--- src/rtl/decoder_sched_pkg.sv ---
// Shared constants, FSM state type and the round-robin search helper for decoder_rr_scheduler.
package decoder_sched_pkg;

    localparam int unsigned N_REQ  = 16;
    localparam int unsigned IDX_W  = $clog2(N_REQ);
    localparam int unsigned HOLD_W = 8;

    typedef enum logic {
        IDLE  = 1'b0,
        GRANT = 1'b1
    } state_t;

    typedef struct packed {
        logic             found;
        logic [IDX_W-1:0] idx;
    } rr_pick_t;

    // First set request bit scanning ptr, ptr+1, ... with modulo-N_REQ wrap.
    function automatic rr_pick_t next_rr_idx(input logic [N_REQ-1:0] req,
                                             input logic [IDX_W-1:0] ptr);
        rr_pick_t         pick;
        logic [IDX_W-1:0] cand;
        pick = '0;
        for (int unsigned k = 0; k < N_REQ; k++) begin
            cand = ptr + IDX_W'(k);
            if (!pick.found && req[cand]) begin
                pick.found = 1'b1;
                pick.idx   = cand;
            end
        end
        return pick;
    endfunction

endpackage

--- src/rtl/decoder_rr_scheduler_if.sv ---
// Requester-side bundle of decoder_rr_scheduler: request/release in, grant status out.
interface decoder_rr_scheduler_if;
    import decoder_sched_pkg::*;

    logic [N_REQ-1:0] req;
    logic             done;
    logic             gnt_valid;
    logic [IDX_W-1:0] gnt_idx;
    logic [N_REQ-1:0] gnt_onehot;
    logic             timeout;

    modport master (
        output req, done,
        input  gnt_valid, gnt_idx, gnt_onehot, timeout
    );

    modport slave (
        input  req, done,
        output gnt_valid, gnt_idx, gnt_onehot, timeout
    );
endinterface

--- src/rtl/decoder_4_16.sv ---
// 4-to-16 one-hot decoder with enable; purely combinational, clk only feeds the sanity check.
module decoder_4_16 (
    input  logic        clk,
    input  logic [3:0]  in,
    input  logic        enable,
    output logic [15:0] out
);

    assign out = enable ? (16'(1) << in) : 16'h0000;

    a_onehot0 : assert property (@(posedge clk) $onehot0(out));

endmodule

--- src/rtl/decoder_rr_scheduler.sv ---
// Round-robin owner selection for a 16-way select, decoded through decoder_4_16.
// Build option: HOLD_TIMEOUT_EN adds the MAX_HOLD forced release and the timeout pulse.
module decoder_rr_scheduler
    import decoder_sched_pkg::*;
#(
    parameter int unsigned MAX_HOLD = 8
) (
    input  logic                 clk,
    input  logic                 reset,
    decoder_rr_scheduler_if.slave bus
);

    if (MAX_HOLD < 2 || MAX_HOLD > 255) begin : g_bad_max_hold
        $error("decoder_rr_scheduler: MAX_HOLD must be in 2..255");
    end

    state_t           state, state_nxt;
    logic [IDX_W-1:0] gnt_idx, idx_nxt;
    logic [IDX_W-1:0] ptr, ptr_nxt;
    logic             gnt_valid;
    logic [N_REQ-1:0] onehot;
    rr_pick_t         pick_c;
    logic             owner_drop_c;
    logic             release_c;
`ifdef HOLD_TIMEOUT_EN
    localparam logic [HOLD_W-1:0] HOLD_LAST = HOLD_W'(MAX_HOLD - 1);
    logic [HOLD_W-1:0] hold_cnt, hold_nxt;
    logic              hold_lim_c;
    logic              timeout, timeout_nxt;
`endif

    // State and grant registers; reset drops any grant without release side effects.
    always_ff @(posedge clk) begin
        if (reset) begin
            state     <= IDLE;
            gnt_idx   <= '0;
            gnt_valid <= 1'b0;
            ptr       <= '0;
`ifdef HOLD_TIMEOUT_EN
            hold_cnt  <= '0;
            timeout   <= 1'b0;
`endif
        end else begin
            state     <= state_nxt;
            gnt_idx   <= idx_nxt;
            gnt_valid <= (state_nxt == GRANT);
            ptr       <= ptr_nxt;
`ifdef HOLD_TIMEOUT_EN
            hold_cnt  <= hold_nxt;
            timeout   <= timeout_nxt;
`endif
        end
    end

    // Next-state: pick in IDLE, release on done / owner drop / hold limit in GRANT.
    always_comb begin
        state_nxt    = state;
        idx_nxt      = gnt_idx;
        ptr_nxt      = ptr;
        pick_c       = next_rr_idx(bus.req, ptr);
        owner_drop_c = !bus.req[gnt_idx];
        release_c    = 1'b0;
`ifdef HOLD_TIMEOUT_EN
        hold_nxt     = hold_cnt;
        timeout_nxt  = 1'b0;
        hold_lim_c   = (hold_cnt == HOLD_LAST);
`endif
        case (state)
            IDLE: begin
                if (pick_c.found) begin
                    state_nxt = GRANT;
                    idx_nxt   = pick_c.idx;
`ifdef HOLD_TIMEOUT_EN
                    hold_nxt  = '0;
`endif
                end
            end
            GRANT: begin
`ifdef HOLD_TIMEOUT_EN
                if (hold_cnt != {HOLD_W{1'b1}}) begin
                    hold_nxt = hold_cnt + HOLD_W'(1);
                end
                release_c = bus.done || owner_drop_c || hold_lim_c;
`else
                release_c = bus.done || owner_drop_c;
`endif
                if (release_c) begin
                    state_nxt = IDLE;
                    idx_nxt   = '0;
                    ptr_nxt   = gnt_idx + IDX_W'(1);
`ifdef HOLD_TIMEOUT_EN
                    // Pulse only when the hold limit alone forced the release.
                    timeout_nxt = hold_lim_c && !bus.done && !owner_drop_c;
`endif
                end
            end
            default: state_nxt = IDLE;
        endcase
    end

    decoder_4_16 u_dec (
        .clk    (clk),
        .in     (gnt_idx),
        .enable (gnt_valid),
        .out    (onehot)
    );

    assign bus.gnt_valid  = gnt_valid;
    assign bus.gnt_idx    = gnt_idx;
    assign bus.gnt_onehot = onehot;
`ifdef HOLD_TIMEOUT_EN
    assign bus.timeout    = timeout;
`else
    assign bus.timeout    = 1'b0;
`endif

endmodule

--- src/flat_wrapper.sv ---
// flat-port wrapper written by rule: the top's interface ports become plain ports
module decoder_rr_scheduler_flat import decoder_sched_pkg::*;
#(
    parameter int unsigned MAX_HOLD = 8
)
  (clk, reset, bus_req, bus_done, bus_gnt_valid, bus_gnt_idx, bus_gnt_onehot, bus_timeout);
  decoder_rr_scheduler_if bus_i ();
  input  logic clk;
  input  logic reset;
  input wire logic [$bits(bus_i.req)-1:0] bus_req;
  input wire logic [$bits(bus_i.done)-1:0] bus_done;
  output wire logic [$bits(bus_i.gnt_valid)-1:0] bus_gnt_valid;
  output wire logic [$bits(bus_i.gnt_idx)-1:0] bus_gnt_idx;
  output wire logic [$bits(bus_i.gnt_onehot)-1:0] bus_gnt_onehot;
  output wire logic [$bits(bus_i.timeout)-1:0] bus_timeout;
  assign bus_i.req = bus_req;
  assign bus_i.done = bus_done;
  assign bus_gnt_valid = bus_i.gnt_valid;
  assign bus_gnt_idx = bus_i.gnt_idx;
  assign bus_gnt_onehot = bus_i.gnt_onehot;
  assign bus_timeout = bus_i.timeout;
  decoder_rr_scheduler #(.MAX_HOLD(MAX_HOLD)) u_core (.clk(clk), .reset(reset), .bus(bus_i));
endmodule
--- config.mk ---
export PLATFORM = sky130hd
export DESIGN_NAME = decoder_rr_scheduler_flat
export DESIGN_NICKNAME = d
export VERILOG_FILES = /design/src/rtl/decoder_sched_pkg.sv /design/src/rtl/decoder_rr_scheduler_if.sv /design/src/rtl/decoder_4_16.sv /design/src/rtl/decoder_rr_scheduler.sv /design/src/flat_wrapper.sv
export SDC_FILE = /design/constraint.sdc
export NUM_CORES = 1
export LEC_CHECK = 0
export ABC_AREA = 1
export CORE_MARGIN = 5
export CORE_UTILIZATION = 50
export CTS_CLUSTER_DIAMETER = 30
export DETAILED_ROUTE_END_ITERATION = 10
export PLACE_DENSITY = 0.77
export SLEW_MARGIN = 30
export SYNTH_ARGS = -nofsm -noshare
export SYNTH_HDL_FRONTEND = slang
export SYNTH_SLANG_ARGS = --single-unit
--- constraint.sdc ---
create_clock -name clk -period 3.6 [get_ports clk]
set_input_delay 0.9 -clock clk [delete_from_list [all_inputs] [get_ports clk]]
set_output_delay 0.9 -clock clk [all_outputs]
set_load 0.03 [all_outputs]
# Yosys cells after proc, flatten, opt, wreduce, memory -nomap -nowiden
# Index checks and enable logic that the tools add are counted.
# W data, S select, Z words.
[totals]
out_inout_bits = 22
inputBits = 19
ff_bits = 9
[classes]
addsub = 16
order_cmp = 17
mux = 57
shift = 1
n_reduce_logical = 34
bitwise = 1
eq_ne = 2
[ops]
columns = ["op", "n"]
rows = [
  ["$lt A4 B5 Y1 const B", 17],
  ["$mux W5", 16],
  ["$bmux W1 S4", 17],
  ["$add A4 B4 Y4 const B", 8],
  ["$mux W1", 19],
  ["$add A4 B3 Y4 const B", 4],
  ["$logic_not A1 Y1", 16],
  ["$mux W16", 1],
  ["$shl A1 B4 Y16 const A", 1],
  ["$logic_and A1 B1 Y1", 15],
  ["$add A4 B1 Y4 const B", 2],
  ["$add A4 B2 Y4 const B", 2],
  ["$mux W4", 2],
  ["$pmux W4 S2", 1],
  ["$reduce_and A2 Y1", 2],
  ["$ne A2 B1 Y1 const B", 1],
  ["$ne A2 B2 Y1 const B", 1],
  ["$pmux W1 S2", 1],
  ["$logic_or A1 B1 Y1", 1],
  ["$not A1 Y1", 1],
]

# Depth between registers and ports, before layout
[logic_depth]
depth_word = 50
mapped_depth = 28

# Modules after synthesis
# From an unflattened synthesis, not the netlist that was laid out.
[hier_totals]
cells_unflattened = 462
area_unflattened_um2 = 2391.0
[by_module_without_submodules]
columns = ["module", "area_per_inst_um2", "cells_per_inst", "n_inst"]
rows = [
  ["decoder_rr_scheduler", 2264.7, 431, 1],
  ["decoder_4_16", 126.4, 31, 1],
]

# Least setup slack after synthesis
# Ideal clock, no wire load.
[synth_timing]
path_type = "reg-to-reg"
startpoint = "register u_core.ptr[1]"
endpoint = "register u_core.gnt_idx[1] (netlist: u_core.bus.gnt_idx[1])"
arrival_time_ns = 3.464
setup_time_ns = 0.070
required_ns = 3.530
setup_slack_ns = 0.066
path_stages_with_launch = 25
path_cell_list = "dfxtp_1 > buf_2 > clkinv_1 > clkbuf_1 > ha_1 > inv_1 > buf_2 > nand3_1 > nand3_1 > nand2_1 > nand2_1 > nand2_2 > nor2_8 > nand4_4 > nor2_4 > nand4_2 > nor2_4 > nand4_4 > nor2_4 > nand3_2 > nand2_2 > inv_2 > nor2_4 > nand2_1 > a21oi_1"
[synth_via]
elab_chain_cells = 50
word_cells_on_any_way = 97
[synth_rtl]
columns = ["item", "line", "text"]
rows = [
  ["from (decl)", "decoder_rr_scheduler.sv:19", "logic [IDX_W-1:0] ptr, ptr_nxt;"],
  ["from (signal assigned)", "decoder_rr_scheduler.sv:47", "ptr <= ptr_nxt;"],
  ["branches (longest 47 deep; another with $add A4 B1 Y4)", "-", ""],
  ["$mux W5 (*)", "decoder_sched_pkg.sv:26", "if (!pick.found && req[cand]) begin"],
  ["$mux W4 / $ne A2 B1 Y1 (equally long branches)", "-", ""],
  ["$pmux W4 S2 / $reduce_and A2 Y1 (equally long branches)", "-", ""],
  ["to (signal assigned)", "decoder_rr_scheduler.sv:45", "gnt_idx <= idx_nxt;"],
  ["to (decl)", "decoder_rr_scheduler.sv:18", "logic [IDX_W-1:0] gnt_idx, idx_nxt;"],
]
# Every way passes the cells marked *. The select of a mux whose other input is x is not followed.
# A chain may end at the register's enable or synchronous reset.

# Worst setup path after layout
[layout_timing]
startpoint = "input bus_req[13]"
endpoint = "register u_core.gnt_idx[1] (netlist: u_core.bus.gnt_idx[1])"
[layout_via]
elab_chain_cells = 50
word_cells_on_any_way = 87
[layout_rtl]
columns = ["item", "line", "text"]
rows = [
  ["from (decl)", "flat_wrapper.sv:10", "input wire logic [$bits(bus_i.req)-1:0] bus_req;"],
  ["$bmux W1 S4", "decoder_sched_pkg.sv:26", ""],
  ["$mux W1 (not written as such)", "decoder_sched_pkg.sv:26", ""],
  ["$mux W5", "decoder_sched_pkg.sv:26", ""],
  ["$logic_not A1 Y1", "decoder_sched_pkg.sv:26", ""],
  ["$logic_and A1 B1 Y1", "decoder_sched_pkg.sv:26", ""],
  ["$mux W5", "decoder_sched_pkg.sv:26", ""],
  ["$logic_not A1 Y1", "decoder_sched_pkg.sv:26", ""],
  ["$logic_and A1 B1 Y1", "decoder_sched_pkg.sv:26", ""],
  ["(+34 left out)", "-", ""],
  ["$logic_not A1 Y1", "decoder_sched_pkg.sv:26", ""],
  ["$logic_and A1 B1 Y1", "decoder_sched_pkg.sv:26", ""],
  ["$mux W5", "decoder_sched_pkg.sv:26", ""],
  ["$logic_not A1 Y1", "decoder_sched_pkg.sv:26", ""],
  ["$logic_and A1 B1 Y1", "decoder_sched_pkg.sv:26", ""],
  ["$mux W5", "decoder_sched_pkg.sv:26", ""],
  ["$mux W4 / $ne A2 B1 Y1 (equally long branches)", "-", ""],
  ["$pmux W4 S2 / $reduce_and A2 Y1 (equally long branches)", "-", ""],
]
# Parallel ways exist; a longest one is shown, timed or not. The select of a mux whose other input is x is not followed.

==> flow_metrics.env <==
export IMPL_grt_overflow_total=0
export IMPL_synth_largest_type_area_fraction_pct=21.9
export IMPL_instances_no_fill=593
export IMPL_finalWirelength_mm=8.30
export IMPL_fp_dieW_microns=80.4
export IMPL_placedCellCount=586
export IMPL_finalMaxSlewViolations=0
export IMPL_dominantRegCellSynth="sky130_fd_sc_hd__dfxtp_1"
export IMPL_setup_viol=0
export IMPL_die_area_sq_um=6470
export IMPL_avgRoutedWirePerCell_microns=14.0
export IMPL_tritoncts_num_buffers=3
export IMPL_layout_drive_gt1_share_pct=12.5
export IMPL_path_clk_slew_ps=50
export IMPL_area_fraction_in_compound_gates_after_synthesis_pct=10.4
export IMPL_synthDominantAreaCellType="sky130_fd_sc_hd__nand2_1"
export IMPL_floorplan_rows=25
export IMPL_fin_crit_sh_pct=94.7
export IMPL_pwr_share_comb_pct=88.4
export IMPL_synth_fa_ha_area_share_pct=6.56
export IMPL_holdCritStartpoint="u_core.bus.gnt_valid$_SDFF_PP0_"
export IMPL_post_route_util_pct=65.9
export IMPL_power_static_leakage_nw=1.61
export IMPL_cp_end_kind="flip-flop"
export IMPL_relSlewSlack_pct=58.3
export IMPL_vdd_ir_drop_max_v=0.000460
export IMPL_core_area_sq_um=4790
export IMPL_r2r_worst_path_cells=19
export IMPL_outcome="finished clean"
export IMPL_seq_power_share_pct=7.1
export IMPL_dr_pass1_iters=6
export IMPL_crit_path_max_fanout=5
export IMPL_main_combinational_cell_family_by_area_after_synthesis="simple AND/OR/NAND/NOR gates"
export IMPL_grt_max_degree=21
export IMPL_total_switching_power_w=0.00170
export IMPL_worst_r2r_endpoint="u_core.bus.gnt_idx[1]$_SDFFE_PP0P_"
export IMPL_power_total_w=0.00271
export IMPL_antenna_violations_before_repair=0
export IMPL_period_needed_ps=3410
export IMPL_postSynth_asyncResetShare_pct=0
export IMPL_h_tree_levels=1
export IMPL_antenna_cells=0
export IMPL_grt_usage_pct=26.8
export IMPL_drc_errors=0
export IMPL_holdCritPathClass="reg2reg"
export IMPL_via_count=3256
export IMPL_synth_xor_area_share_pct=3.48
export IMPL_hold_violations=0
export IMPL_grt_pass1_wl_mm=13.9
export IMPL_max_freq_ghz=0.293
export IMPL_synth_yosys_seq_area_share_pct=7.26
export IMPL_max_slew_worst_pin_slew_ps=623
export IMPL_yosys_register_bits=9
export IMPL_crit_path_start_kind="input pin"
export IMPL_synthTopCellsByArea="sky130_fd_sc_hd__nand2_1 (22%), sky130_fd_sc_hd__nand3_1 (18%), sky130_fd_sc_hd__nor2_1 (9.7%)"
export IMPL_dp_hpwl_mm=6.61
export IMPL_clk_root_buffer_cell="sky130_fd_sc_hd__clkbuf_8"
export IMPL_worst_skew_ps=2.76
export IMPL_clock_sinks=9
export IMPL_areaGrowthSynthToFinish_pct=27.1
export IMPL_vias_in_the_first_global_route=3023
export IMPL_reg2reg_from="u_core.ptr[1]$_SDFFE_PP0P_"
export IMPL_final_antenna_net_count=0
export IMPL_cap_violations=0
export IMPL_hold_depth=2
export IMPL_global_placement_routability_congestion=0.952
export IMPL_initialDrtViolationCount=348
export IMPL_synth_cell_type_count=36
export IMPL_design_portCount=41
export IMPL_start_util_pct=51.8
export IMPL_port_buffer_count=39
export IMPL_syn_area_per_cell_sq_um=5.21
export IMPL_powerDensity_nw_per_um2=858
export IMPL_synth_edff_count=0
export IMPL_insertion_delay_to_the_later_sink_of_the_worst_skew_pair_ps=240
export IMPL_syn_cell_area_sq_um=2480
export IMPL_r2r_setup_slack_ps=280
export IMPL_routed_via_density=5.49
export IMPL_cp_data_arrival_time_ps=3580
export IMPL_clockBufferDepth=2
export IMPL_synthMuxAreaShare_pct=0
export IMPL_worst_ep_required_time_ps=3770
export IMPL_clk_network_pwr_share_pct=4.6
export IMPL_switching_share_pct=62.8
export IMPL_cts_tree="done"
export IMPL_die_height_microns=80.4
export IMPL_synthCells=476
export IMPL_postSynthNetCount=508
export IMPL_synth_warnings=0
export IMPL_min_delay_worst_endpoint="u_core.bus.gnt_valid$_SDFF_PP0_"
export IMPL_finalNetCount=559
export IMPL_criticalPathCategory="in2reg"
export IMPL_power_report_internal_total_w=0.00101
export IMPL_post_synthesis_share_of_cell_area_spent_on_and_or_nand_and_nor_gates_pct=59.8
==> logic make-up (layout without fill, tap and decap cells) <==
logic type	Yosys count	in the layout
other cells	1	1
flops	9	9
simple gates	327	327
fa+ha+maj	13	13
compound gates	47	47
xor+xnor	9	9
buf+inv	70	120
==> power by group through the flow <==
stage	Clock, W	Combinational [W]	Sequential (W)
floorplan	0	0.00160	0.000197
global placement	0	0.00223	0.000189
detailed placement	0	0.00225	0.000189
CTS	0.000128	0.00226	0.000188
global route	0.000128	0.00268	0.000197
finish	0.000124	0.00239	0.000192
==> worst max-delay path: stages <==
cell	delay (ps)
sky130_fd_sc_hd__clkdlybuf4s50_1	460
sky130_fd_sc_hd__nand2_1	120
sky130_fd_sc_hd__nand3_1	110
sky130_fd_sc_hd__nand3_1	90
sky130_fd_sc_hd__nand2_1	80
sky130_fd_sc_hd__nand2_2	70
sky130_fd_sc_hd__nand2_2	100
sky130_fd_sc_hd__nor2_8	130
sky130_fd_sc_hd__nand4_4	100
sky130_fd_sc_hd__nor2_4	170
sky130_fd_sc_hd__nand4_4	100
sky130_fd_sc_hd__nor2_4	200
sky130_fd_sc_hd__nand4_4	130
sky130_fd_sc_hd__nor2_4	190
sky130_fd_sc_hd__nand3_2	100
sky130_fd_sc_hd__nand2_2	130
sky130_fd_sc_hd__inv_2	60
sky130_fd_sc_hd__nor2_4	100
sky130_fd_sc_hd__nand2_1	80
sky130_fd_sc_hd__a21oi_2	150
==> flip-flops by register name, indices dropped and copies added, names as in the netlist <==
name and flops:
u_core.bus.gnt_idx 4, u_core.ptr 4, u_core.bus.gnt_valid 1
==> synth_stat cells (all sizes together) (2+ instances only) <==
library cell,n
nand2,150
nand3,89
nor2,71
inv,53
o21ai,25
ha,13
a21oi,12
buf,11
nand4,11
dfxtp,9
xor2,6
clkbuf,4
nor3,4
o21a,3
o22ai,3
xnor2,3
clkinv,2
o211ai,2
==> through the flow <==
stage / area, sq um / setup TNS [ps] / worst slack, ps / hold slack (ps)
after global routing: 3150 / -43.4 / -24.7 / 641
after detailed placement: 3000 / -0.456 / -0.456 / 568
after global placement: 3000 / 0 / 92.5 / 592
final: 3150 / 0 / 190 / 592
after CTS: 3050 / 0 / 216 / 586
after floorplan: 2480 / 0 / 66.5 / 643
==> cells in the final DEF (no fill, tap or decap), types with 2 or more instances in the layout <==
| master | netlist | layout |
|---|---|---|
| sky130_fd_sc_hd__xnor2_1 | 3 | 3 |
| sky130_fd_sc_hd__nand2_1 | 145 | 140 |
| sky130_fd_sc_hd__dfxtp_1 | 9 | 7 |
| sky130_fd_sc_hd__buf_4 | 4 | 22 |
| sky130_fd_sc_hd__dlymetal6s2s_1 | 0 | 9 |
| sky130_fd_sc_hd__o211ai_1 | 2 | 2 |
| sky130_fd_sc_hd__a21oi_2 | 0 | 4 |
| sky130_fd_sc_hd__inv_2 | 4 | 4 |
| sky130_fd_sc_hd__dfxtp_2 | 0 | 2 |
| sky130_fd_sc_hd__nor3_1 | 4 | 4 |
| sky130_fd_sc_hd__xor2_1 | 5 | 5 |
| sky130_fd_sc_hd__nor2_4 | 4 | 4 |
| sky130_fd_sc_hd__o22ai_1 | 3 | 3 |
| sky130_fd_sc_hd__o21a_1 | 3 | 3 |
| sky130_fd_sc_hd__nor2_2 | 2 | 4 |
| sky130_fd_sc_hd__nand3_2 | 1 | 2 |
| sky130_fd_sc_hd__clkinv_1 | 2 | 2 |
| sky130_fd_sc_hd__o21ai_0 | 24 | 24 |
| sky130_fd_sc_hd__nand2_2 | 5 | 9 |
| sky130_fd_sc_hd__nor2_1 | 64 | 62 |
| sky130_fd_sc_hd__a21oi_1 | 12 | 8 |
| sky130_fd_sc_hd__nand3_1 | 88 | 87 |
| sky130_fd_sc_hd__ha_1 | 13 | 12 |
| sky130_fd_sc_hd__clkdlybuf4s50_1 | 0 | 30 |
| sky130_fd_sc_hd__inv_1 | 48 | 47 |
| sky130_fd_sc_hd__nand4_1 | 8 | 8 |
| sky130_fd_sc_hd__nand4_4 | 2 | 3 |
| sky130_fd_sc_hd__clkbuf_8 | 0 | 3 |
==> timing repair <==
action                                 CTS  global route
hold buffers                             0             0
setup endpoints to repair                0             4
buffers inserted                         0             3
gates resized for setup                  0            28
endpoints found under the hold margin    0             0
==> how the worst max path moves through the flow <==
stage	startpoint	endpoint	cells after the start
CTS	u_core.ptr[0]$_SDFFE_PP0P_	u_core.bus.gnt_idx[1]$_SDFFE_PP0P_	21
detailed placement	bus_req[14]	u_core.bus.gnt_idx[1]$_SDFFE_PP0P_	20
floorplan	u_core.ptr[1]$_SDFFE_PP0P_	u_core.bus.gnt_idx[1]$_SDFFE_PP0P_	24
global route	bus_req[13]	u_core.bus.gnt_idx[1]$_SDFFE_PP0P_	20
finish	bus_req[13]	u_core.bus.gnt_idx[1]$_SDFFE_PP0P_	20
global placement	bus_req[14]	u_core.bus.gnt_idx[1]$_SDFFE_PP0P_	19
==> final cells by class <==
cell class                      instances  area (sq um)
Clock buffer                            3          41.3
Fill cell                             480          1630
Tap cell                               67          83.8
Sequential cell                         9           183
Timing Repair Buffer                   61           578
Multi-Input combinational cell        397          2050
Clock inverter                          1          5.00
Inverter                               55           213
==> routing by layer <==
layer  global-route usage (%)  wire length (microns)
met3                     2.35                    568
met2                     45.9                   3930
met5                        0                      0
met1                     34.7                   3640
met4                     9.80                    168
No activity file was read; power rests on OpenSTA's default activity.
